### src/rtl/alu_apb_regs.sv
// rtl/alu_apb_regs.sv - APB3 register front end with a one-cycle ALU and a 32-cycle shift-add multiplier
module alu_apb_regs #(
    parameter logic [31:0] BASE_ADDR = 32'h0000_0000
) (
    input  logic        clk,
    input  logic        reset_n,
    input  logic        psel,
    input  logic        penable,
    input  logic        pwrite,
    input  logic [31:0] paddr,
    input  logic [31:0] pwdata,
    output logic [31:0] prdata,
    output logic        pready,
    output logic        pslverr
);

    localparam logic [4:0] OFF_CTRL   = 5'h00;
    localparam logic [4:0] OFF_OPA    = 5'h04;
    localparam logic [4:0] OFF_OPB    = 5'h08;
    localparam logic [4:0] OFF_RESULT = 5'h0C;
    localparam logic [4:0] OFF_STATUS = 5'h10;
    localparam logic [3:0] OP_MUL     = 4'd7;

    typedef enum logic [0:0] {IDLE, EXEC} state_t;

    state_t      state_q, state_d;
    logic [3:0]  opcode;
    logic [3:0]  exec_op;
    logic [31:0] opa, opb, result;
    logic        done, ovf, ill;
    logic [4:0]  cnt;
    logic [63:0] prod;

    logic [4:0]  offset;
    logic        access, busy, addr_err, err, stall;
    logic        wr_en, rd_en, start, sts_wr, finish;
    logic [31:0] rdata;

    assign offset   = paddr[4:0];
    assign access   = psel & penable;
    assign busy     = (state_q == EXEC);
    assign addr_err = (paddr[1:0] != 2'b00) || (offset > OFF_STATUS) ||
                      (paddr[31:5] != BASE_ADDR[31:5]);
    assign err      = addr_err || (pwrite && offset == OFF_RESULT);

    // Errored transfers never wait, so the stall check only covers legal addresses.
    assign stall    = busy && !err &&
                      (pwrite ? (offset == OFF_CTRL || offset == OFF_OPA || offset == OFF_OPB)
                              : (offset == OFF_RESULT));

    assign pready   = access && !stall;
    assign pslverr  = access && err;
    assign wr_en    = access && pwrite && !stall && !err;
    assign rd_en    = access && !pwrite && !stall && !err;
    assign start    = wr_en && (offset == OFF_CTRL) && pwdata[0];
    assign sts_wr   = wr_en && (offset == OFF_STATUS);

    always_ff @(posedge clk or negedge reset_n) begin
        if (!reset_n) begin
            state_q <= IDLE;
        end else begin
            state_q <= state_d;
        end
    end

    always_comb begin
        state_d = state_q;
        finish  = 1'b0;
        case (state_q)
            IDLE: begin
                if (start) begin
                    state_d = EXEC;
                end
            end
            EXEC: begin
                if (exec_op != OP_MUL || cnt == 5'd0) begin
                    finish  = 1'b1;
                    state_d = IDLE;
                end
            end
            default: state_d = IDLE;
        endcase
    end

    logic [31:0] sum, diff, alu_res;
    logic [32:0] mul_upper;
    logic [63:0] prod_next;
    logic        alu_ovf, alu_ill;

    assign sum       = opa + opb;
    assign diff      = opa - opb;
    // One shift-add step: conditionally add the multiplicand to the high half, then shift right.
    assign mul_upper = {1'b0, prod[63:32]} + (prod[0] ? {1'b0, opa} : 33'd0);
    assign prod_next = {mul_upper, prod[31:1]};

    always_comb begin
        alu_res = 32'd0;
        alu_ovf = 1'b0;
        alu_ill = 1'b0;
        case (exec_op)
            4'd0: begin
                alu_res = sum;
                alu_ovf = (opa[31] == opb[31]) && (sum[31] != opa[31]);
            end
            4'd1: begin
                alu_res = diff;
                alu_ovf = (opa[31] != opb[31]) && (diff[31] != opa[31]);
            end
            4'd2: alu_res = opa & opb;
            4'd3: alu_res = opa | opb;
            4'd4: alu_res = opa ^ opb;
            4'd5: alu_res = opa << opb[4:0];
            4'd6: alu_res = opa >> opb[4:0];
            4'd7: begin
                alu_res = prod_next[31:0];
                alu_ovf = |prod_next[63:32];
            end
            default: alu_ill = 1'b1;
        endcase
    end

    always_ff @(posedge clk or negedge reset_n) begin
        if (!reset_n) begin
            opcode  <= 4'd0;
            exec_op <= 4'd0;
            opa     <= 32'd0;
            opb     <= 32'd0;
            result  <= 32'd0;
            done    <= 1'b0;
            ovf     <= 1'b0;
            ill     <= 1'b0;
            cnt     <= 5'd0;
            prod    <= 64'd0;
        end else begin
            if (wr_en && offset == OFF_CTRL) opcode <= pwdata[4:1];
            if (wr_en && offset == OFF_OPA)  opa    <= pwdata;
            if (wr_en && offset == OFF_OPB)  opb    <= pwdata;

            if (start) begin
                exec_op <= pwdata[4:1];
                cnt     <= 5'd31;
                prod    <= {32'd0, opb};
            end else if (busy && !finish) begin
                cnt     <= cnt - 5'd1;
                prod    <= prod_next;
            end

            if (finish) result <= alu_res;

            // Completion overrides a simultaneous write-one-to-clear.
            done <= finish | (done & ~(sts_wr & pwdata[1]));
            ovf  <= finish ? alu_ovf : (ovf & ~(sts_wr & pwdata[2]));
            ill  <= finish ? alu_ill : (ill & ~(sts_wr & pwdata[3]));
        end
    end

    always_comb begin
        rdata = 32'd0;
        case (offset)
            OFF_CTRL:   rdata = {27'd0, opcode, 1'b0};
            OFF_OPA:    rdata = opa;
            OFF_OPB:    rdata = opb;
            OFF_RESULT: rdata = result;
            OFF_STATUS: rdata = {28'd0, ill, ovf, done, busy};
            default:    rdata = 32'd0;
        endcase
    end

    assign prdata = rd_en ? rdata : 32'd0;

endmodule

### config.mk
export PLATFORM = sky130hd
export DESIGN_NAME = alu_apb_regs
export DESIGN_NICKNAME = d
export VERILOG_FILES = /design/src/rtl/alu_apb_regs.sv
export SDC_FILE = /design/constraint.sdc
export NUM_CORES = 1
export LEC_CHECK = 0
export CORE_MARGIN = 8
export CORE_UTILIZATION = 55
export DETAILED_ROUTE_END_ITERATION = 8
export PLACE_DENSITY = 0.84
export SLEW_MARGIN = 30
export SYNTH_ARGS = -nofsm -noshare
export SYNTH_HDL_FRONTEND = slang
export SYNTH_SLANG_ARGS = --single-unit
### constraint.sdc
create_clock -name clk -period 7.54 [get_ports clk]
set_clock_uncertainty 0.05 [all_clocks]
set_input_delay 1.508 -clock clk [delete_from_list [all_inputs] [get_ports clk]]
set_output_delay 1.508 -clock clk [all_outputs]
set_load 0.1 [all_outputs]
* Yosys cells after proc, flatten, opt, wreduce, memory -nomap -nowiden *
Cells that the tools add are included.

storage, ports and cells
  logic and storage cells = 104
  flip-flop bits (word level) = 177
  input port bits = 69

cells by class
  add/subtract/negate cells = 4
  eq/ne operators = 16
  muxes and demuxes = 18
  reduce and logical (&&, ||, !) cells = 37
  shift operators = 2
  bitwise gates (word level) = 15
  magnitude comparators = 1

operator list
  cell                                                             number
  32-bit case mux with 8 select lines                              1
  32-bit case mux with 5 select lines                              1
  64-bit two-way mux                                               2
  32-bit two-way mux                                               2
  32-bit by 32-bit adder with 33-bit output                        1
  32-bit adder                                                     1
  32-bit bitwise AND                                               1
  32-bit OR                                                        1
  32-bit OR reduction                                              1
  32-bit by 5-bit << shifter with 32-bit output                    1
  32-bit by 5-bit right shift with 32-bit output                   1
  32-bit subtractor                                                1
  32-bit bitwise XOR                                               1
  27-bit nonzero test                                              1
  1-bit logical AND                                                19
  4-bit by 3-bit == test with 1-bit output, second input constant  4
  5-bit by 4-bit == test with 1-bit output, second input constant  2
  5-bit logical NOT                                                2
  5-bit two-way mux                                                2
  4-bit by 2-bit == test with 1-bit output, second input constant  2
  1-bit two-way mux                                                8
  8-bit OR reduction                                               1
  1-bit bitwise AND                                                7
  1-bit logical OR                                                 6
  15 further kinds                                                 24

* Logic depth before layout (Yosys ltp) *
Gate-level depths: netlist (run 1).

  depth in word-level cells = 15
  mapped depth = 15
  gate-level depth less buffers = 14

* Worst setup path after synthesis (run 1) *
Ideal clock, no wire load.

  path type = input to output
  start = input paddr[1]
  end = output pready
  arrival = 4.552 ns
  stages on the path = 6
  data required time = 5.982 ns
  setup slack = 1.430 ns
  cell sequence = nor3_1 and3_1 clkbuf_1 nand2_1 a21oi_1 or2_2

between the ends
  longest elaborated chain between the ends = 9

ends and longest elaborated chain
  item                                                                 RTL line  source
  start, declared                                                      10        input logic [31:0] paddr,
  5-bit greater-than comparator or 2-bit nonzero test (tied branches)  42        assign addr_err = (paddr[1:0] != 2'b00) || (offset > OFF_STATUS) ||
  1-bit logical OR (2 in a row)                                        42
  1-bit logical OR                                                     44        assign err = addr_err || (pwrite && offset == OFF_RESULT);
  1-bit logical NOT                                                    47        assign stall = busy && !err &&
  1-bit logical AND                                                    47
  1-bit logical AND (*)                                                47
  1-bit logical NOT (*)                                                51        assign pready = access && !stall;
  1-bit logical AND (*)                                                51
  end, declared                                                        13        output logic pready,

Every way passes the cells marked *; elsewhere a longest branch is shown, timed or not.

* Worst setup path in the final report (run 1) *
  start = input paddr[3]
  end = output prdata[10]

between the ends
  longest elaborated chain between the ends = 11

ends and longest elaborated chain
  item                            RTL line  source
  5-bit greater-than comparator   42
  1-bit logical OR (2 in a row)   42
  1-bit logical OR                44
  1-bit logical NOT               47, 54
  1-bit logical AND (2 in a row)  47
  1-bit logical NOT               54        assign rd_en = access && !pwrite && !stall && !err;
  1-bit logical AND (2 in a row)  54
  32-bit two-way mux (*)          169       assign prdata = rd_en ? rdata : 32'd0;
  end, declared                   12        output logic [31:0] prdata,

Marked as above.

==> impl_metrics.ini, run 1 <==
[status]
run_status = finished clean

[clocking]
clock_edge_transition_at_the_registers_on_the_reported_setup_and_hold_paths_ps = 70
postCtsSetupRepairBufs = 0
number_of_gates_given_a_new_drive_strength_after_cts = 0
numCtsBuffers = 17
clk-insertion-delay-late_ps = 480
cts_num_sinks = 177
post_cts_hold_buffer_count = 0
ctsLongestPathBuffers = 2
cts.htree.levels = 4
cts-root-buf = sky130_fd_sc_hd__clkbuf_16
tritoncts = built

[final_layout]
area_growth_syn_to_layout_pct = 11.9
design.final.nets = 2516
nFillCells = 2912
register_area_mm2 = 0.00443
multiInputGateArea_mm2 = 0.0125
final_layout_size_suffix_gt1_frac = 0.106
final_util = 0.622
final_common_cell = sky130_fd_sc_hd__nor2_1
most-common-layout-cells = sky130_fd_sc_hd__nor2_1, sky130_fd_sc_hd__nand2_1, sky130_fd_sc_hd__o21ai_0

[critical_path]
max_stage_delay_ps = 830
worstSetupEndpointType = primary output
timing.critical_path.depth = 9
critical_path_arrival_ps = 4780
start_kind = input pin
crit_buf_inv = 2
timing.critical_path.fanout_max = 27
r2r.worst_path.cells = 15
flop2flop_setup_slack_ps = 2680
setup.worst_path.class = input pin to primary output
cpMaxStageDelayCell = sky130_fd_sc_hd__clkdlybuf4s50_1
cpMostUsedCell = sky130_fd_sc_hd__nor2_1
crit_path_cell_trace = clkdlybuf4s50_1 > nor4_2 > nor2_1 > nor3_1 > nand2_1 > nor2_1 > nand2_2 > nor2_1 > buf_12
critical_path_required_ps = 5980
critical-path-top-delay-family = simple AND/OR/NAND/NOR gates

[logic_synthesis]
postSynthRegisterBits = 177
postSynth.topFlopCell = sky130_fd_sc_hd__dfrtp_1
synth_top_area_share = 0.246
synth_cells = 2325
asyncSetResetFlopFracSynth = 1.00
synth_area_mm2 = 0.0180
seq_area_frac_synth = 0.246
synthDistinctLibCells = 90
yosys-top-cells-area = sky130_fd_sc_hd__dfrtp_1, sky130_fd_sc_hd__ha_1, sky130_fd_sc_hd__nor2_1, sky130_fd_sc_hd__o21ai_0, sky130_fd_sc_hd__mux2_2
synth_warnings = 0
post-synth-top-area-cell = sky130_fd_sc_hd__dfrtp_1
synth_nets = 2527
post_synth.cell_area_avg_um2 = 7.74
number_of_synthesized_flops_with_an_enable_pin = 0

[grt]
grt_pass1_wl_um = 110000
grt_start_max_net_pins = 68
grt_antenna_before_repair = 1
grt_pass1_vias = 18000
grtUsageTotal = 0.367
global_route.overflow_total = 0

[floorplanning]
fp.coreArea_mm2 = 0.0324
area_enclosed_by_the_die_boundary_mm2 = 0.0388
starting_utilization_of_the_core_area = 0.556
rows = 66
pin_count = 103
dieWidth_um = 197
die_y_um = 197

[placed_design]
detailedPlacementHpwl_um = 53500
place_congestion = 1.02
port-buffer-count = 102

[routing]
detail_route.first_pass.iterations = 8
drt_drc_violations_left = 0
ant_nets = 0
wirelength_routed_um = 72700
vias = 19000
wire_length_per_cell_after_detailed_routing_um = 26.2
post_drt_via_cell_ratio = 6.85
initialDrtViolationCount = 2221

[power_and_ir_drop]
power.net_switching_w = 0.000503
irDropWorstVdd_mv = 0.238
power.share.switching = 0.249
p_seq_frac = 0.469
pwr-share-clk = 0.488
logic_pwr_share = 0.043
leakage_nw = 8.57
design_power_total_w = 0.00202
pwr_density_cell_mw_per_mm2 = 100
power.internal_w = 0.00152

[sta]
maxSlewHeadroom = 0.352
unrepaired_setup_endpoints_after_global_routing = false
setup_viol = 0
fmaxAchievable_mhz = 158
period_share = 0.840
hold_viol_final = 0
finalWorstPathRequiredPeriod_ps = 6330
worst_slew_pin_slew_ps = 968
report.final.slew_viol_count = 0
fin_tns_setup_ps = 0

[hold_path]
min_path_type = flip-flop to flip-flop
min_path_cells = 2

[flow_run]
drv.max_cap_violation_count = 0
worst paths after layout:
kind                           start    endpoint
max                         paddr[3]  prdata[10]
min                        result[5]   result[5]
max reg2reg                  prod[0]         ovf
min reg2reg                result[5]   result[5]
max in group asynchronous    reset_n      opb[0]
min in group asynchronous    reset_n    prod[11]
layer usage:
metal	GRT usage	up-vias	part of all wire
li1	-	8447	-
met1	0.484	9236	0.41
met3	0.0829	199	0.098
met5	0	-	0.00018
met2	0.572	1086	0.44
met4	0.155	2	0.046
synth_stat cells (31+ instances only):
cell type / instances
sky130_fd_sc_hd__nand2b_1: 31
sky130_fd_sc_hd__inv_1: 111
sky130_fd_sc_hd__a21oi_1: 155
sky130_fd_sc_hd__clkbuf_1: 123
sky130_fd_sc_hd__mux2_2: 80
sky130_fd_sc_hd__nor3_1: 52
sky130_fd_sc_hd__and2_1: 33
sky130_fd_sc_hd__nand3_1: 65
sky130_fd_sc_hd__mux2i_1: 56
sky130_fd_sc_hd__nand2_1: 202
sky130_fd_sc_hd__o21ai_0: 183
sky130_fd_sc_hd__dfrtp_1: 177
sky130_fd_sc_hd__nor2_1: 286
sky130_fd_sc_hd__a21o_1: 35
sky130_fd_sc_hd__ha_1: 130
sky130_fd_sc_hd__o211ai_1: 32
sky130_fd_sc_hd__a22oi_1: 50
sky130_fd_sc_hd__o22ai_1: 53
power groups by stage:
stage / clock, W / combinational (W) / sequential (W)
floorplan: 0 / 0.0000176 / 0.000968
global placement: 0 / 0.0000836 / 0.000967
detailed placement: 0 / 0.0000856 / 0.000967
CTS: 0.000997 / 0.0000861 / 0.000948
global route: 0.00103 / 0.0000940 / 0.000948
finish: 0.000987 / 0.0000870 / 0.000949
worst min-delay path: stages (launching register included):
cell and delay (ps):
sky130_fd_sc_hd__dfrtp_1 350, sky130_fd_sc_hd__nand2_1 50, sky130_fd_sc_hd__o21ai_0 60
registers in the layout, indices dropped and copies added (netlist names):
signal / flops
opb: 32
cnt: 5
opcode: 4
opa: 32
prod: 64
busy: 1
exec_op: 4
result: 32
ovf: 1
done: 1
ill: 1
through the flow:
stage	instance area, um^2	hold WS (ps)	worst slack, ps	cells
6_report	20100	443	1210	2770
5_1_grt	20100	480	1050	2769
4_1_cts	20100	437	1300	2768
3_5_place_dp	19500	422	1330	2736
3_3_place_gp	19500	407	1060	2736
2_1_floorplan	18000	389	1430	2325
cell families after synthesis:
group           share of synthesized area
mux                                 0.100
simple gates                        0.202
xor+xnor                           0.0195
compound gates                      0.279
buf+inv                            0.0602
flops                               0.246
fa+ha+maj                          0.0937
cell type report:
| class | instances | area share |
|---|---|---|
| Tap cell | 442 | 0.0275 |
| Clock buffer | 17 | 0.0211 |
| Inverter | 114 | 0.0212 |
| Clock inverter | 15 | 0.0100 |
| Sequential cell | 177 | 0.220 |
| Timing Repair Buffer | 138 | 0.0775 |
| Multi-Input combinational cell | 1866 | 0.622 |
| Antenna cell | 1 | 0.000124 |
Note: power is estimated with default switching activity, not from simulation.
==> run 2, diff against run 1 <==
--- a/config.mk
+++ b/config.mk
@@ -8,7 +8,7 @@
 export CORE_MARGIN = 8
 export CORE_UTILIZATION = 55
 export DETAILED_ROUTE_END_ITERATION = 8
-export PLACE_DENSITY = 0.84
+export PLACE_DENSITY = 0.87
 export SLEW_MARGIN = 30
 export SYNTH_ARGS = -nofsm -noshare
 export SYNTH_HDL_FRONTEND = slang
==> constraint.sdc (replaced) <==
create_clock -name clk -period 5.54 [get_ports clk]
set_clock_uncertainty 0.05 [all_clocks]
set_input_delay 1.108 -clock clk [delete_from_list [all_inputs] [get_ports clk]]
set_output_delay 1.108 -clock clk [all_outputs]
set_load 0.1 [all_outputs]
==> run 2 against run 1 <==
Compared with the run above: core utilization is 0.59 points higher; largest power group is now registers; largest cell class unchanged; die area unchanged; critical path depth is 1 higher.
==> impl_metrics.ini, run 2 (synthesis gave the netlist of run 1 again) <==
[final_layout]
final_layout_size_suffix_gt1_frac = 0.113
num_antenna_cells = 0
area_growth_syn_to_layout_pct = 13.0
design.final.nets = 2537
most-common-layout-cells = sky130_fd_sc_hd__nor2_1, sky130_fd_sc_hd__nand2_1, sky130_fd_sc_hd__o21ai_0
largest-register = prod
final_common_cell = sky130_fd_sc_hd__nor2_1
largest_register_ff_count = 64

[clocking]
tritoncts = built
postCtsSetupRepairBufs = 0
post_cts_hold_buffer_count = 0
numCtsBuffers = 17
ctsLongestPathBuffers = 2
cts.htree.levels = 4
cts-root-buf = sky130_fd_sc_hd__clkbuf_16
number_of_gates_given_a_new_drive_strength_after_cts = 0
clock_edge_transition_at_the_registers_on_the_reported_setup_and_hold_paths_ps = 70
clk-insertion-delay-late_ps = 470
cts_num_sinks = 177

[grt]
global_route.overflow_total = 0
grt_pass1_wl_um = 115000
grtUsageTotal = 0.383
grt_pass1_vias = 18700
grt_antenna_before_repair = 0
grt_start_max_net_pins = 87

[critical_path]
setup.worst_path.class = input pin to primary output
critical_path_arrival_ps = 4140
timing.critical_path.from = paddr[4]
timing.critical_path.fanout_max = 17
critical_path_required_ps = 4380
rr_startpoint = opa[0]
worstSetupEndpointType = primary output
start_kind = input pin

[sta]
fmaxAchievable_mhz = 189
unrepaired_setup_endpoints_after_global_routing = false
maxSlewHeadroom = 0.309
fin_hold_ws_ps = 428
setup_viol = 0
fin_tns_setup_ps = 0
period_share = 0.956
finalWorstPathRequiredPeriod_ps = 5300
hold_viol_final = 0
report.final.slew_viol_count = 0
worst_slew_pin_slew_ps = 1030

[floorplanning]
pin_count = 103
area_enclosed_by_the_die_boundary_mm2 = 0.0388
dieWidth_um = 197
rows = 66
fp.coreArea_mm2 = 0.0324
starting_utilization_of_the_core_area = 0.556
die_y_um = 197

[flow_run]
drv.max_cap_violation_count = 0

[routing]
ant_nets = 0
detail_route.first_pass.iterations = 6
wirelength_routed_um = 75700
initialDrtViolationCount = 2686
post_drt_via_cell_ratio = 6.95
vias = 19400
drt_drc_violations_left = 0
wire_length_per_cell_after_detailed_routing_um = 27.1

[hold_path]
timing.hold.worst.start = result[1]
min_path_type = flip-flop to flip-flop

[placed_design]
port-buffer-count = 102
detailedPlacementHpwl_um = 55700
place_congestion = 1.08

[status]
run_status = finished clean

[power_and_ir_drop]
irDropWorstVdd_mv = 0.257
pwr_density_cell_mw_per_mm2 = 132
leakage_nw = 8.66
run 2: worst max-delay path: stages:
cell and delay (ps):
sky130_fd_sc_hd__clkdlybuf4s50_1 540, sky130_fd_sc_hd__nor3_1 540, sky130_fd_sc_hd__nor2_1 120, sky130_fd_sc_hd__nor3_1 280, sky130_fd_sc_hd__nand2_1 130, sky130_fd_sc_hd__nor2_1 110
sky130_fd_sc_hd__nand2_1 440, sky130_fd_sc_hd__buf_4 420, sky130_fd_sc_hd__nor2_1 230, sky130_fd_sc_hd__buf_12 210
run 2: power breakdown:
group	switching, W	internal, W	leakage [nW]	total [W]
clock network	0.000624	0.000643	0.285	0.00127
registers	0.000000000000562	0.00129	2.29	0.00129
logic	0.0000686	0.0000521	6.09	0.000121
run 2: final timing paths:
path | to | slack (ps) | depth (start not counted)
worst max-delay path | prdata[10] | 240 | 10
worst min-delay path | result[1] | 430 | 2
worst max register to register | result[30] | 820 | 13
worst min register to register | result[1] | 430 | 2
max in group asynchronous | prod[63] | 3590 | 2
min in group asynchronous | prod[8] | 630 | 1
run 2: layout make-up:
cell class	instances	area [um^2]
multi-input cells	1866	12500
fillers	2879	12000
repair buffers	159	1790
clock buffers	17	425
well taps	442	553
inverters	114	428
clock inverters	15	168
flip-flops and latches	177	4430
run 2: stage by stage:
stage               instance area, um^2  std cells   util  worst slack (ps)  power (W)
detailed placement                19700       2758  0.610               337    0.00144
finish                            20300       2790  0.628               242    0.00268
global route                      20300       2790  0.628               128    0.00275
global placement                  19700       2758  0.610               506    0.00143
floorplan                         18000       2325      -               230    0.00134
CTS                               20300       2790  0.628               334    0.00269
run 2: routing by layer:
| layer | GRT usage | vias to the layer above | wire length, um |
|---|---|---|---|
| met1 | 0.502 | 9320 | 30100 |
| li1 | - | 8496 | - |
| met2 | 0.578 | 1317 | 33000 |
| met3 | 0.0841 | 260 | 8220 |
| met5 | 0 | - | 0 |
| met4 | 0.218 | 0 | 4400 |
